===== config.mk =====
export PLATFORM = sky130hd
export DESIGN_NAME = fx_round_pipe_flat
export DESIGN_NICKNAME = d
export VERILOG_FILES = /design/src/rtl/fx_round_pipe_if.sv /design/src/rtl/fx_round_pipe.sv /design/src/flat_wrapper.sv
export SDC_FILE = /design/constraint.sdc
export NUM_CORES = 1
export LEC_CHECK = 0
export ABC_AREA = 1
export BUFFER_PORTS_ARGS = -buffer_cell sky130_fd_sc_hd__buf_2
export CAP_MARGIN = 20
export CORE_MARGIN = 3
export CORE_UTILIZATION = 35
export DETAILED_ROUTE_END_ITERATION = 7
export GPL_TIMING_DRIVEN = 0
export SYNTH_ARGS = -nofsm -noshare
export SYNTH_HDL_FRONTEND = slang
export SYNTH_SLANG_ARGS = --single-unit

===== constraint.sdc =====
create_clock -name clk -period 2.8 [get_ports clk]
set_input_delay 0.42 -clock clk [delete_from_list [all_inputs] [get_ports clk]]
set_output_delay 0.42 -clock clk [all_outputs]
set_load 0.05 [all_outputs]

===== src/rtl/fx_round_pipe_if.sv =====
// -----------------------------------------------------------------------------
// fx_round_pipe_if
// Stream bundle for fx_round_pipe: an input stream (din + mode) and an output
// stream (dout + sat), each with its own valid/ready pair.
//
// Parameters:
//   DIN_W  - width of the signed fixed-point input sample
//   DOUT_W - width of the signed rounded output
//
// Signals:
//   in_valid / in_ready   - input handshake
//   din, mode             - sample and its per-sample rounding mode
//   out_valid / out_ready - output handshake
//   dout, sat             - rounded result and saturation flag
//
// Modports:
//   master - the side that produces samples and consumes results
//   slave  - the rounding unit itself
// -----------------------------------------------------------------------------
interface fx_round_pipe_if #(
    parameter int DIN_W  = 16,
    parameter int DOUT_W = 12
);
    logic              in_valid;
    logic              in_ready;
    logic [DIN_W-1:0]  din;
    logic [2:0]        mode;
    logic              out_valid;
    logic              out_ready;
    logic [DOUT_W-1:0] dout;
    logic              sat;

    modport master (
        output in_valid, din, mode, out_ready,
        input  in_ready, out_valid, dout, sat
    );

    modport slave (
        input  in_valid, din, mode, out_ready,
        output in_ready, out_valid, dout, sat
    );
endinterface


===== src/rtl/fx_round_pipe.sv =====
// -----------------------------------------------------------------------------
// fx_round_pipe
// Two-stage pipelined fixed-point rounding unit. A signed sample with FRAC_W
// fractional bits is reduced to a signed DOUT_W-bit integer using one of six
// rounding modes (selected per sample), then saturated to the output range.
//
//   mode 0 floor, 1 ceil, 2 half-up, 3 half away from zero, 4 half-to-even,
//   5 truncate toward zero, 6/7 behave as floor.
//
// Ports:
//   clk     - clock, all state updates on the rising edge
//   rst_n   - synchronous active-low reset
//   bus     - fx_round_pipe_if.slave (input stream din/mode, output dout/sat)
//   sat_cnt - 16-bit saturating count of output transfers with sat = 1
//             (present only when FX_ROUND_SAT_CNT_EN is defined)
//
// Optional feature macro: FX_ROUND_SAT_CNT_EN
//
// Stage 1 holds the integer part and the increment decision; stage 2 holds the
// saturated result. Each stage loads when empty or when its consumer drains it,
// so bubbles collapse and throughput is one sample per cycle.
// -----------------------------------------------------------------------------
module fx_round_pipe #(
    parameter int DIN_W  = 16,
    parameter int FRAC_W = 4,
    parameter int DOUT_W = 12
) (
    input  logic                clk,
    input  logic                rst_n,
    fx_round_pipe_if.slave      bus
`ifdef FX_ROUND_SAT_CNT_EN
    ,
    output logic [15:0]         sat_cnt
`endif
);

    localparam int IP_W = DIN_W - FRAC_W;   // integer part width
    localparam int R_W  = IP_W + 1;         // ip + inc can never overflow here

    localparam logic [FRAC_W-1:0] HALF = FRAC_W'(1) << (FRAC_W - 1);

    // Output limits expressed at the sum width so the compare is a plain
    // signed compare regardless of how much headroom DOUT_W leaves.
    localparam logic signed [R_W-1:0] MAX_R =
        {{(R_W - DOUT_W + 1){1'b0}}, {(DOUT_W - 1){1'b1}}};
    localparam logic signed [R_W-1:0] MIN_R =
        {{(R_W - DOUT_W + 1){1'b1}}, {(DOUT_W - 1){1'b0}}};

    // ------------------------------------------------------------------
    // Stage 1 combinational: split the sample and decide the increment
    // ------------------------------------------------------------------
    logic [IP_W-1:0]   ip;
    logic [FRAC_W-1:0] fr;
    logic              sgn;
    logic              fr_nz;
    logic              fr_ge_h;
    logic              fr_gt_h;
    logic              fr_eq_h;
    logic [7:0]        inc_by_mode;
    logic              inc_next;

    // Taking the upper bits of a two's-complement word is the arithmetic floor.
    assign ip      = bus.din[DIN_W-1:FRAC_W];
    assign fr      = bus.din[FRAC_W-1:0];
    assign sgn     = bus.din[DIN_W-1];
    assign fr_nz   = |fr;
    assign fr_ge_h = (fr >= HALF);
    assign fr_gt_h = (fr >  HALF);
    assign fr_eq_h = (fr == HALF);

    genvar gi;
    generate
        for (gi = 0; gi < 8; gi++) begin : g_mode
            if (gi == 1) begin : g_ceil
                assign inc_by_mode[gi] = fr_nz;
            end else if (gi == 2) begin : g_half_up
                assign inc_by_mode[gi] = fr_ge_h;
            end else if (gi == 3) begin : g_half_away
                // A negative tie is already rounded away by the floor.
                assign inc_by_mode[gi] = fr_gt_h | (fr_eq_h & ~sgn);
            end else if (gi == 4) begin : g_half_even
                // On a tie, step up only when the floor is odd.
                assign inc_by_mode[gi] = fr_gt_h | (fr_eq_h & ip[0]);
            end else if (gi == 5) begin : g_trunc
                // Floor already truncates positives; negatives need +1.
                assign inc_by_mode[gi] = sgn & fr_nz;
            end else begin : g_floor
                assign inc_by_mode[gi] = 1'b0;
            end
        end
    endgenerate

    assign inc_next = inc_by_mode[bus.mode];

    // ------------------------------------------------------------------
    // Handshake
    // ------------------------------------------------------------------
    logic s1_valid_reg;
    logic out_valid_reg;
    logic s2_ld;
    logic in_ready;
    logic in_take;

    assign s2_ld    = ~out_valid_reg | bus.out_ready;
    assign in_ready = rst_n & (~s1_valid_reg | s2_ld);
    assign in_take  = in_ready & bus.in_valid;

    assign bus.in_ready  = in_ready;
    assign bus.out_valid = out_valid_reg;

    // ------------------------------------------------------------------
    // Stage 1 registers
    // ------------------------------------------------------------------
    logic [IP_W-1:0] s1_ip_reg;
    logic            s1_inc_reg;

    always_ff @(posedge clk) begin
        if (!rst_n) begin
            s1_valid_reg <= 1'b0;
        end else if (in_ready) begin
            // Stage 1 is empty or is being drained this cycle.
            s1_valid_reg <= bus.in_valid;
        end
    end

    // Payload needs no reset: it is qualified by s1_valid_reg.
    always_ff @(posedge clk) begin
        if (in_take) begin
            s1_ip_reg  <= ip;
            s1_inc_reg <= inc_next;
        end
    end

    // ------------------------------------------------------------------
    // Stage 2 combinational: add and saturate
    // ------------------------------------------------------------------
    logic signed [R_W-1:0] r_sum;
    logic                  sat_hi;
    logic                  sat_lo;
    logic [DOUT_W-1:0]     dout_next;
    logic                  sat_next;

    assign r_sum  = $signed({s1_ip_reg[IP_W-1], s1_ip_reg} + R_W'(s1_inc_reg));
    assign sat_hi = (r_sum > MAX_R);
    assign sat_lo = (r_sum < MIN_R);

    always_comb begin
        dout_next = r_sum[DOUT_W-1:0];
        sat_next  = 1'b0;
        if (sat_hi) begin
            dout_next = MAX_R[DOUT_W-1:0];
            sat_next  = 1'b1;
        end else if (sat_lo) begin
            dout_next = MIN_R[DOUT_W-1:0];
            sat_next  = 1'b1;
        end
    end

    // ------------------------------------------------------------------
    // Stage 2 registers
    // ------------------------------------------------------------------
    logic [DOUT_W-1:0] dout_reg;
    logic              sat_reg;

    always_ff @(posedge clk) begin
        if (!rst_n) begin
            out_valid_reg <= 1'b0;
            dout_reg      <= '0;
            sat_reg       <= 1'b0;
        end else if (s2_ld) begin
            out_valid_reg <= s1_valid_reg;
            // Hold the last result across bubbles rather than loading junk.
            if (s1_valid_reg) begin
                dout_reg <= dout_next;
                sat_reg  <= sat_next;
            end
        end
    end

    assign bus.dout = dout_reg;
    assign bus.sat  = sat_reg;

`ifdef FX_ROUND_SAT_CNT_EN
    // ------------------------------------------------------------------
    // Saturation event counter: counts delivered saturated results only,
    // sticks at all-ones.
    // ------------------------------------------------------------------
    logic [15:0] sat_cnt_reg;

    always_ff @(posedge clk) begin
        if (!rst_n) begin
            sat_cnt_reg <= '0;
        end else if (out_valid_reg && bus.out_ready && sat_reg
                     && (sat_cnt_reg != 16'hFFFF)) begin
            sat_cnt_reg <= sat_cnt_reg + 16'd1;
        end
    end

    assign sat_cnt = sat_cnt_reg;
`endif

endmodule

===== src/flat_wrapper.sv =====
// flat-port wrapper written by rule: the top's interface ports become plain ports
module fx_round_pipe_flat 
#(
    parameter int DIN_W  = 16,
    parameter int FRAC_W = 4,
    parameter int DOUT_W = 12
)
  (clk, rst_n, bus_in_valid, bus_din, bus_mode, bus_out_ready, bus_in_ready, bus_out_valid, bus_dout, bus_sat);
  fx_round_pipe_if #(.DIN_W(DIN_W), .DOUT_W(DOUT_W)) bus_i ();
  input  logic clk;
  input  logic rst_n;
  input wire logic [$bits(bus_i.in_valid)-1:0] bus_in_valid;
  input wire logic [$bits(bus_i.din)-1:0] bus_din;
  input wire logic [$bits(bus_i.mode)-1:0] bus_mode;
  input wire logic [$bits(bus_i.out_ready)-1:0] bus_out_ready;
  output wire logic [$bits(bus_i.in_ready)-1:0] bus_in_ready;
  output wire logic [$bits(bus_i.out_valid)-1:0] bus_out_valid;
  output wire logic [$bits(bus_i.dout)-1:0] bus_dout;
  output wire logic [$bits(bus_i.sat)-1:0] bus_sat;
  assign bus_i.in_valid = bus_in_valid;
  assign bus_i.din = bus_din;
  assign bus_i.mode = bus_mode;
  assign bus_i.out_ready = bus_out_ready;
  assign bus_in_ready = bus_i.in_ready;
  assign bus_out_valid = bus_i.out_valid;
  assign bus_dout = bus_i.dout;
  assign bus_sat = bus_i.sat;
  fx_round_pipe #(.DIN_W(DIN_W), .FRAC_W(FRAC_W), .DOUT_W(DOUT_W)) u_core (.clk(clk), .rst_n(rst_n), .bus(bus_i));
endmodule

==> impl_metrics.env, run 1 <==
export IMPL_cts_buffers=3
export IMPL_root_buffer="clkbuf_8"
export IMPL_power_density_nw_per_um2=502
export IMPL_ir_drop_mv=0.287
export IMPL_grt_ovfl_total=0
export IMPL_cell_internal_pwr_uw=600
export IMPL_routed_wl_met2_mm=1.23
export IMPL_synth_compound_area_frac=0.0731
export IMPL_final_nets=234
export IMPL_m1WireLength_mm=1.25
export IMPL_synthAdderAreaFrac=0.0183
export IMPL_cts_sinks=28
export IMPL_arrival_ns=1.08
export IMPL_synthMuxAreaShare=0
export IMPL_p_switching_uw=237
export IMPL_cts_htree_levels=1
export IMPL_drc_errors=0
export IMPL_instances_no_fill=256
export IMPL_ys_seq_area_frac=0.504
export IMPL_leakage_nw=0.790
export IMPL_timing_fmax_mhz=667
export IMPL_slew_viol_final=0
export IMPL_hold_path_class="in2reg"
export IMPL_crit_chain="nand3_1 -> nand2_1 -> inv_1 -> buf_2"
export IMPL_tightest_slew_ns=0.258
export IMPL_sw_frac_of_total=0.283
export IMPL_grt_max_degree=16
export IMPL_maxSlewHeadroom=0.827
export IMPL_die_h_um=68.6
export IMPL_rsz0062_at_grt="no"
export IMPL_final_cell_mix="buf_2 (39), nand2_1 (36), nor2_1 (23)"
export IMPL_drtPass1Iterations=4
export IMPL_synthesis_nets=191
export IMPL_areaGrowthSynthToFinish_pct=21.7
export IMPL_port_buffers=37
export IMPL_top_layer="met4"
export IMPL_finalHoldViolations=0
export IMPL_cp_slowest_stage_delay_ns=0.33
export IMPL_clk_pin_slew_ns=0.09
export IMPL_ys_seq_elements=28
export IMPL_grt_pass1_vias=1099
export IMPL_wl_met3_um=162
export IMPL_drt_total_wl_mm=2.67
export IMPL_post_route_period_util=0.535
export IMPL_dieWidth_um=68.6
export IMPL_ios=38
export IMPL_timing_final_crit_period_ns=1.50
export IMPL_synth_cells=166
export IMPL_drive_above_1_share=0.250
export IMPL_start_util=0.369
export IMPL_mostFrequentLayoutCell="buf_2"
export IMPL_synth_xor_area_frac=0.0511
export IMPL_fin_skew_ns=0.00165
export IMPL_hold_slack_ns=0.318
export IMPL_cp_start_kind="flip-flop"
export IMPL_status="complete, no violations"
export IMPL_end_kind="primary output"
export IMPL_grt_first_pass_wirelength_mm=4.51
export IMPL_path_delay_family="flip-flops"
export IMPL_cts_setup_buffers=0
export IMPL_cts_resized=0
export IMPL_postRouteAntennaNets=0
export IMPL_crit_required_ns=2.38
export IMPL_vias=1163
export IMPL_pwr_share_seq=0.558
export IMPL_synth_top_family_by_area="simple AND/OR/NAND/NOR gates"
export IMPL_cap_violations=0
export IMPL_crit_type="reg2out"
export IMPL_die_area_sq_um=4700
export IMPL_tritoncts="built"
export IMPL_routedWlPerCell_um=10.4
export IMPL_crit_path_top_delay_cell="dfxtp_1"
export IMPL_clkPwrFrac=0.261
export IMPL_placed_cells=251
export IMPL_rows=22
export IMPL_drtIter0Drc=38
export IMPL_grt_use_total=0.129
export IMPL_ys_warn_count=0
export IMPL_holdBufCountCts=0
export IMPL_place_ws_ns=0.859
export IMPL_syn_avg_cell_area_sq_um=8.25
export IMPL_setup_viol=0
export IMPL_design_core_area_sq_um=3720
export IMPL_power_uw=837
export IMPL_path_max_fanout=3
export IMPL_place_hpwl_mm=2.08
export IMPL_vias_per_cell=4.54
export IMPL_clkLatencyLatePin_ns=0.27
export IMPL_antenna_found_initial=0
export IMPL_layout_setup_ws_ns=1.30
export IMPL_synth_area_sq_um=1370
export IMPL_cts_path_max_buffers=2
export IMPL_place_congestion=0.852
export IMPL_synth_simple_area_share=0.294
export IMPL_yosysUniqueCellTypes=21
export IMPL_antenna_cells=0
export IMPL_share_comb_of_total_power=0.180
export IMPL_worst_path_buf_inv=2
export IMPL_fin_setup_tns_ns=0
## metal layers
| layer | track usage | vias to the layer above |
|---|---|---|
| met5 | 0 | - |
| met4 | 0.0422 | 0 |
| met3 | 0.0389 | 4 |
| li1 | - | 628 |
| met1 | 0.151 | 502 |
| met2 | 0.224 | 29 |
## layout make-up
type,count,area [sq um]
plain buffers,2,10.0
clock buffers,4,45.0
fillers,390,2050
inverters,19,71.3
multi-input cells,117,598
flip-flops and latches,28,691
well taps,48,60.1
repair buffers,38,193
## per-stage QoR
stage                     instance area, sq um   util
after global routing                      1670  0.449
final                                     1670  0.449
after floorplan                           1370      -
after global placement                    1620  0.435
after detailed placement                  1620  0.435
after CTS                                 1660  0.447
## final timing paths
kind                            slack [ns]  depth (start not counted)                  from                   to
worst min-delay path                  0.32                          1            bus_din[5]  u_core.s1_ip_reg[1]
worst max register to register        1.33                          8     u_core.s1_inc_reg       u_core.bus.sat
worst max-delay path                  1.30                          4  u_core.bus.out_valid         bus_in_ready
worst min register to register        0.48                          2   u_core.bus.dout[11]  u_core.bus.dout[11]
## power by group through the flow
stage	Clock, mW	Combinational, mW	Sequential, mW
finish	0.219	0.151	0.467
CTS	0.230	0.151	0.468
detailed placement	0	0.151	0.477
global route	0.253	0.169	0.471
floorplan	0	0.0581	0.524
global placement	0	0.150	0.477
## cells in the mapped netlist, drive strengths merged
library cell | count | area [sq um]
ha | 2 | 25.0
nor3 | 1 | 5.00
dfxtp | 15 | 300
o21bai | 1 | 7.51
inv | 18 | 67.6
o211ai | 1 | 7.51
a21oi | 9 | 45.0
nand2 | 38 | 148
nand4 | 4 | 25.0
buf | 2 | 10.0
clkinv | 1 | 3.75
xnor2 | 4 | 35.0
edfxtp | 13 | 390
nand3 | 19 | 115
nor2 | 26 | 110
o21ai | 8 | 40.0
xor2 | 4 | 35.0
## worst reg2reg max path, cell delays in order (launching register included)
cell,delay [ns]
edfxtp_1,0.36
ha_1,0.22
inv_1,0.08
nor2_2,0.19
nand4_1,0.17
nand3_2,0.16
nand3_1,0.09
nand2_1,0.07
inv_1,0.04
## logic make-up after synthesis
family / count (synthesis)
AOI/OAI and AO/OA: 19
xor gates and xnor gates: 8
adders and majority gates: 2
buffers and inverters: 21
DFF: 28
and+or+nand+nor: 88
No activity file was read; power rests on OpenSTA's default activity.
==> run 2: changes to the inputs <==
clock period = 1.5 ns   (was 2.8 ns; I/O delays follow)
==> run 2 against run 1 <==
  * Routed wire length is 4.0% higher
  * Register-to-register slack lost 1.2 ns
  * Count of clock-buffer cells in the layout shrank 1
  * Final cell count grew 1.2%
  * Hold slack got worse by 0.19 ns
  * Sequential power is 87% higher
==> impl_metrics.env, run 2 (same netlist as run 1, synthesis figures left out) <==
export IMPL_status="complete, no violations"
export IMPL_hold_path_end="u_core.s1_ip_reg[5]"
export IMPL_start_util=0.369
export IMPL_tightest_slew_ns=0.405
export IMPL_placedInstanceArea_sq_um=1620
export IMPL_die_area_sq_um=4700
export IMPL_clkLatencyLatePin_ns=0.27
export IMPL_fin_skew_ns=0.00147
export IMPL_dieWidth_um=68.6
export IMPL_grt_max_degree=16
export IMPL_grt_pass1_vias=1134
export IMPL_timing_fmax_mhz=711
export IMPL_tritoncts="built"
export IMPL_final_nets=237
export IMPL_end_kind="flip-flop"
export IMPL_crit_type="reg2reg"
export IMPL_place_congestion=0.872
export IMPL_leakage_nw=0.803
export IMPL_hold_depth=1
export IMPL_holdBufCountCts=0
export IMPL_post_route_period_util=0.937
export IMPL_place_hpwl_mm=2.09
export IMPL_drive_above_1_share=0.275
export IMPL_drt_total_wl_mm=2.77
export IMPL_routedWlPerCell_um=10.7
export IMPL_drtIter0Drc=49
export IMPL_path_max_fanout=6
export IMPL_areaGrowthSynthToFinish_pct=26.5
export IMPL_grt_first_pass_wirelength_mm=4.64
export IMPL_cp_startpoint="u_core.s1_inc_reg"
export IMPL_antenna_cells=0
export IMPL_cts_buffers=3
export IMPL_setup_viol=0
export IMPL_vias=1172
export IMPL_grt_use_total=0.130
export IMPL_die_h_um=68.6
export IMPL_cts_htree_levels=1
export IMPL_grt_ovfl_total=0
export IMPL_root_buffer="clkbuf_8"
export IMPL_ff2ff_path_depth=8
export IMPL_postRouteAntennaNets=0
export IMPL_cts_path_max_buffers=2
export IMPL_timing_final_crit_period_ns=1.41
export IMPL_finalInstanceArea_sq_um=1730
export IMPL_antenna_found_initial=0
export IMPL_reg2reg_from="u_core.s1_inc_reg"
export IMPL_drtPass1Iterations=4
export IMPL_maxSlewHeadroom=0.729
export IMPL_rows=22
export IMPL_r2r_end="u_core.bus.dout[5]"
export IMPL_final_cell_mix="buf_2 (39), nand2_1 (36), nor2_1 (22)"
export IMPL_min_from="bus_din[9]"
export IMPL_hold_slack_ns=0.123
export IMPL_hold_path_class="in2reg"
export IMPL_drc_errors=0
export IMPL_cap_violations=0
export IMPL_ios=38
export IMPL_rsz0062_at_grt="yes"
export IMPL_mostFrequentLayoutCell="buf_2"
export IMPL_slew_viol_final=0
export IMPL_design_core_area_sq_um=3720
export IMPL_crit_required_ns=1.68
export IMPL_arrival_ns=1.59
export IMPL_ir_drop_mv=0.500
export IMPL_cts_sinks=28
export IMPL_clk_pin_slew_ns=0.09
export IMPL_finalHoldViolations=0
export IMPL_vias_per_cell=4.53
export IMPL_ff2ff_setup_slack_ns=0.09
export IMPL_cp_start_kind="flip-flop"
export IMPL_port_buffers=37
export IMPL_power_density_nw_per_um2=905
## run 2: layout make-up
type | count | area (sq um)
well taps | 48 | 60.1
repair buffers | 41 | 215
clock buffers | 3 | 41.3
clock inverters | 1 | 3.75
multi-input cells | 117 | 641
inverters | 19 | 71.3
fillers | 391 | 1980
flip-flops and latches | 28 | 691
plain buffers | 2 | 10.0
## run 2: worst max path at each step
stage | endpoint | slack, ns
2_1_floorplan | u_core.s1_inc_reg | 0.03
3_3_place_gp | u_core.bus.dout[5] | 0.04
3_5_place_dp | u_core.bus.dout[5] | 0.05
4_1_cts | u_core.bus.dout[2] | 0.01
5_1_grt | u_core.bus.dout[3] | -0.05
6_report | u_core.bus.dout[5] | 0.09
## run 2: timing repair
action,in CTS,in global routing
resized for setup,0,8
endpoints found under the setup margin,0,21
buffers inserted,0,4
## run 2: report_power, final
part / switching, mW / internal, mW / total (mW) / leakage (nW)
Clock: 0.219 / 0.184 / 0.402 / 0.0231
Sequential: 0.0275 / 0.845 / 0.873 / 0.246
Combinational: 0.203 / 0.0908 / 0.294 / 0.534
Total: 0.449 / 1.12 / 1.57 / 0.803
## run 2: through the flow
step	TNS, ns	total power, mW	worst slack [ns]	cells	util
after floorplan	0	1.09	0.0300	166	-
after global placement	0	1.17	0.0374	251	0.435
after detailed placement	0	1.17	0.0507	251	0.435
after CTS	0	1.58	0.00999	255	0.447
after global routing	-0.416	1.67	-0.0508	259	0.466
final	0	1.57	0.0942	259	0.466
## run 2: critical path, stage by stage (launching register included)
cell and delay (ns):
edfxtp_1 0.37, ha_2 0.21, inv_1 0.08, nor2_4 0.13
nand4_1 0.21, nand3_4 0.14, nand3_1 0.09, nand2_1 0.07
inv_1 0.03
## run 2: routing by layer
| metal | vias up | track usage | share of wire |
|---|---|---|---|
| met5 | - | 0 | 0 |
| met4 | 0 | 0.0223 | 0.012 |
| met3 | 6 | 0.0389 | 0.064 |
| met2 | 33 | 0.229 | 0.47 |
| met1 | 500 | 0.158 | 0.46 |
| li1 | 633 | - | - |
==> run 3: changes to the inputs <==
clock period = 1.55 ns   (was 1.5 ns; I/O delays follow)
==> run 3 against run 2 <==
  * Routed wire length decreased by 3.5%
  * Critical path depth did not move
  * Largest power group unchanged
  * Largest cell class unchanged
  * Clock power is 3% lower
  * Critical endpoint unchanged
  * Setup slack better by 0.030 ns
==> impl_metrics.env, run 3 (same netlist as run 1, synthesis figures left out) <==
export IMPL_postRouteAntennaNets=0
export IMPL_routed_wl_met2_mm=1.22
export IMPL_min_from="bus_din[9]"
export IMPL_clkPwrFrac=0.259
export IMPL_port_buffers=37
export IMPL_multi_input_area_sq_um=623
export IMPL_grt_ovfl_total=0
export IMPL_fin_setup_tns_ns=0
export IMPL_mostFrequentLayoutCell="buf_2"
export IMPL_m1WireLength_mm=1.27
export IMPL_nFillCells=395
export IMPL_wl_met3_um=169
export IMPL_hold_slack_ns=0.130
export IMPL_share_comb_of_total_power=0.181
export IMPL_rows=22
export IMPL_place_congestion=0.872
export IMPL_grt_first_pass_wirelength_mm=4.64
export IMPL_crit_type="reg2reg"
export IMPL_reg2reg_from="u_core.s1_inc_reg"
export IMPL_slew_viol_final=0
export IMPL_tritoncts="built"
export IMPL_timing_final_crit_period_ns=1.43
export IMPL_register_area_sq_um=691
export IMPL_clkLatencyLatePin_ns=0.27
export IMPL_instances_no_fill=255
export IMPL_sw_frac_of_total=0.286
export IMPL_setup_viol=0
export IMPL_ios=38
export IMPL_cts_buffers=3
export IMPL_hold_depth=1
export IMPL_grt_pass1_vias=1134
export IMPL_drtIter0Drc=31
export IMPL_p_switching_uw=431
export IMPL_arrival_ns=1.61
export IMPL_r2r_end="u_core.bus.dout[5]"
export IMPL_vias_per_cell=4.49
export IMPL_post_route_period_util=0.920
export IMPL_antenna_found_initial=0
export IMPL_end_kind="flip-flop"
export IMPL_power_density_nw_per_um2=895
export IMPL_pwr_share_seq=0.560
export IMPL_grt_use_total=0.130
export IMPL_final_cell_mix="buf_2 (39), nand2_1 (36), nor2_1 (22)"
export IMPL_finalHoldViolations=0
export IMPL_power_mw=1.51
export IMPL_timing_fmax_mhz=701
export IMPL_routedWlPerCell_um=10.5
export IMPL_drtPass1Iterations=4
export IMPL_drc_errors=0
export IMPL_vias=1144
export IMPL_final_nets=233
export IMPL_placed_cells=251
export IMPL_cp_start_kind="flip-flop"
export IMPL_hold_path_class="in2reg"
export IMPL_cell_internal_pwr_mw=1.08
export IMPL_antenna_cells=0
export IMPL_root_buffer="clkbuf_8"
export IMPL_holdBufCountCts=0
export IMPL_leakage_nw=0.785
export IMPL_path_max_fanout=6
export IMPL_die_h_um=68.6
export IMPL_design_core_area_sq_um=3720
export IMPL_drive_above_1_share=0.256
export IMPL_cts_path_max_buffers=2
export IMPL_areaGrowthSynthToFinish_pct=23.0
export IMPL_tightest_slew_ns=0.669
export IMPL_top_layer="met4"
export IMPL_cts_htree_levels=1
export IMPL_ff2ff_path_depth=8
export IMPL_ir_drop_mv=0.485
export IMPL_start_util=0.369
export IMPL_ff2ff_setup_slack_ns=0.12
export IMPL_crit_required_ns=1.73
export IMPL_maxSlewHeadroom=0.553
export IMPL_cts_sinks=28
export IMPL_grt_max_degree=16
export IMPL_dieWidth_um=68.6
export IMPL_cap_violations=0
export IMPL_drt_total_wl_mm=2.68
export IMPL_status="complete, no violations"
export IMPL_final_core_util=0.454
export IMPL_die_area_sq_um=4700
export IMPL_place_hpwl_mm=2.09
export IMPL_hold_path_end="u_core.s1_ip_reg[5]"
export IMPL_fin_skew_ns=0.00189
export IMPL_clk_pin_slew_ns=0.09
[run 3: changes by cell type in the layout (fill, tap and decap cells not counted)]
cell and delta:
buf_4 -4, inv_1 +1, inv_2 -1, nand3_2 +1
nand3_4 -1, nor2_2 +2, nor2_4 -2
[run 3: repair_timing]
item,in CTS,in global routing
buffers inserted,0,0
gates resized for setup,0,4
endpoints found under the setup margin,0,12
endpoints found under the hold margin,0,0
[run 3: layer usage]
metal | up-vias | global-route usage
met5 | - | 0
met4 | 0 | 0.0223
met3 | 4 | 0.0389
met2 | 29 | 0.229
li1 | 624 | -
met1 | 487 | 0.158
[run 3: per-stage QoR]
stage | setup WS, ns | cell area, sq um
after floorplan | 0.0800 | 1370
after global placement | 0.0874 | 1620
after detailed placement | 0.101 | 1620
after CTS | 0.0600 | 1660
after global routing | -0.00143 | 1690
final | 0.124 | 1690
[run 3: power by group through the flow]
stage                     logic (mW)  registers (mW)  clock network, mW
after global placement         0.273           0.861                  0
after CTS                      0.274           0.845              0.411
after floorplan                0.106           0.946                  0
final                          0.274           0.845              0.390
after global routing           0.309           0.851              0.444
after detailed placement       0.273           0.862                  0
[run 3: how the worst max path moves through the flow]
stage / from / endpoint / slack (ns) / cells past startpoint
global placement: u_core.s1_inc_reg / u_core.bus.dout[5] / 0.09 / 8
floorplan: u_core.bus.out_valid / u_core.s1_inc_reg / 0.08 / 3
detailed placement: u_core.s1_inc_reg / u_core.bus.dout[5] / 0.10 / 8
CTS: u_core.s1_inc_reg / u_core.bus.dout[2] / 0.06 / 8
finish: u_core.s1_inc_reg / u_core.bus.dout[5] / 0.12 / 8
global route: u_core.s1_inc_reg / u_core.bus.sat / -0.001 / 8
[run 3: worst max-delay path, stage by stage, from the launching register on]
cell and delay (ns):
edfxtp_1 0.37, ha_2 0.21, inv_1 0.08, nor2_4 0.15, nand4_1 0.20, nand3_4 0.15
nand3_1 0.09, nand2_1 0.07, inv_1 0.03
[run 3: layout make-up]
cell class | instances | area share
timing repair buffer | 37 | 0.110
clock inverter | 1 | 0.00223
multi-input combinational | 117 | 0.370
inverter | 19 | 0.0423
sequential | 28 | 0.410
buffer | 2 | 0.00594
tap | 48 | 0.0356
clock buffer | 3 | 0.0245
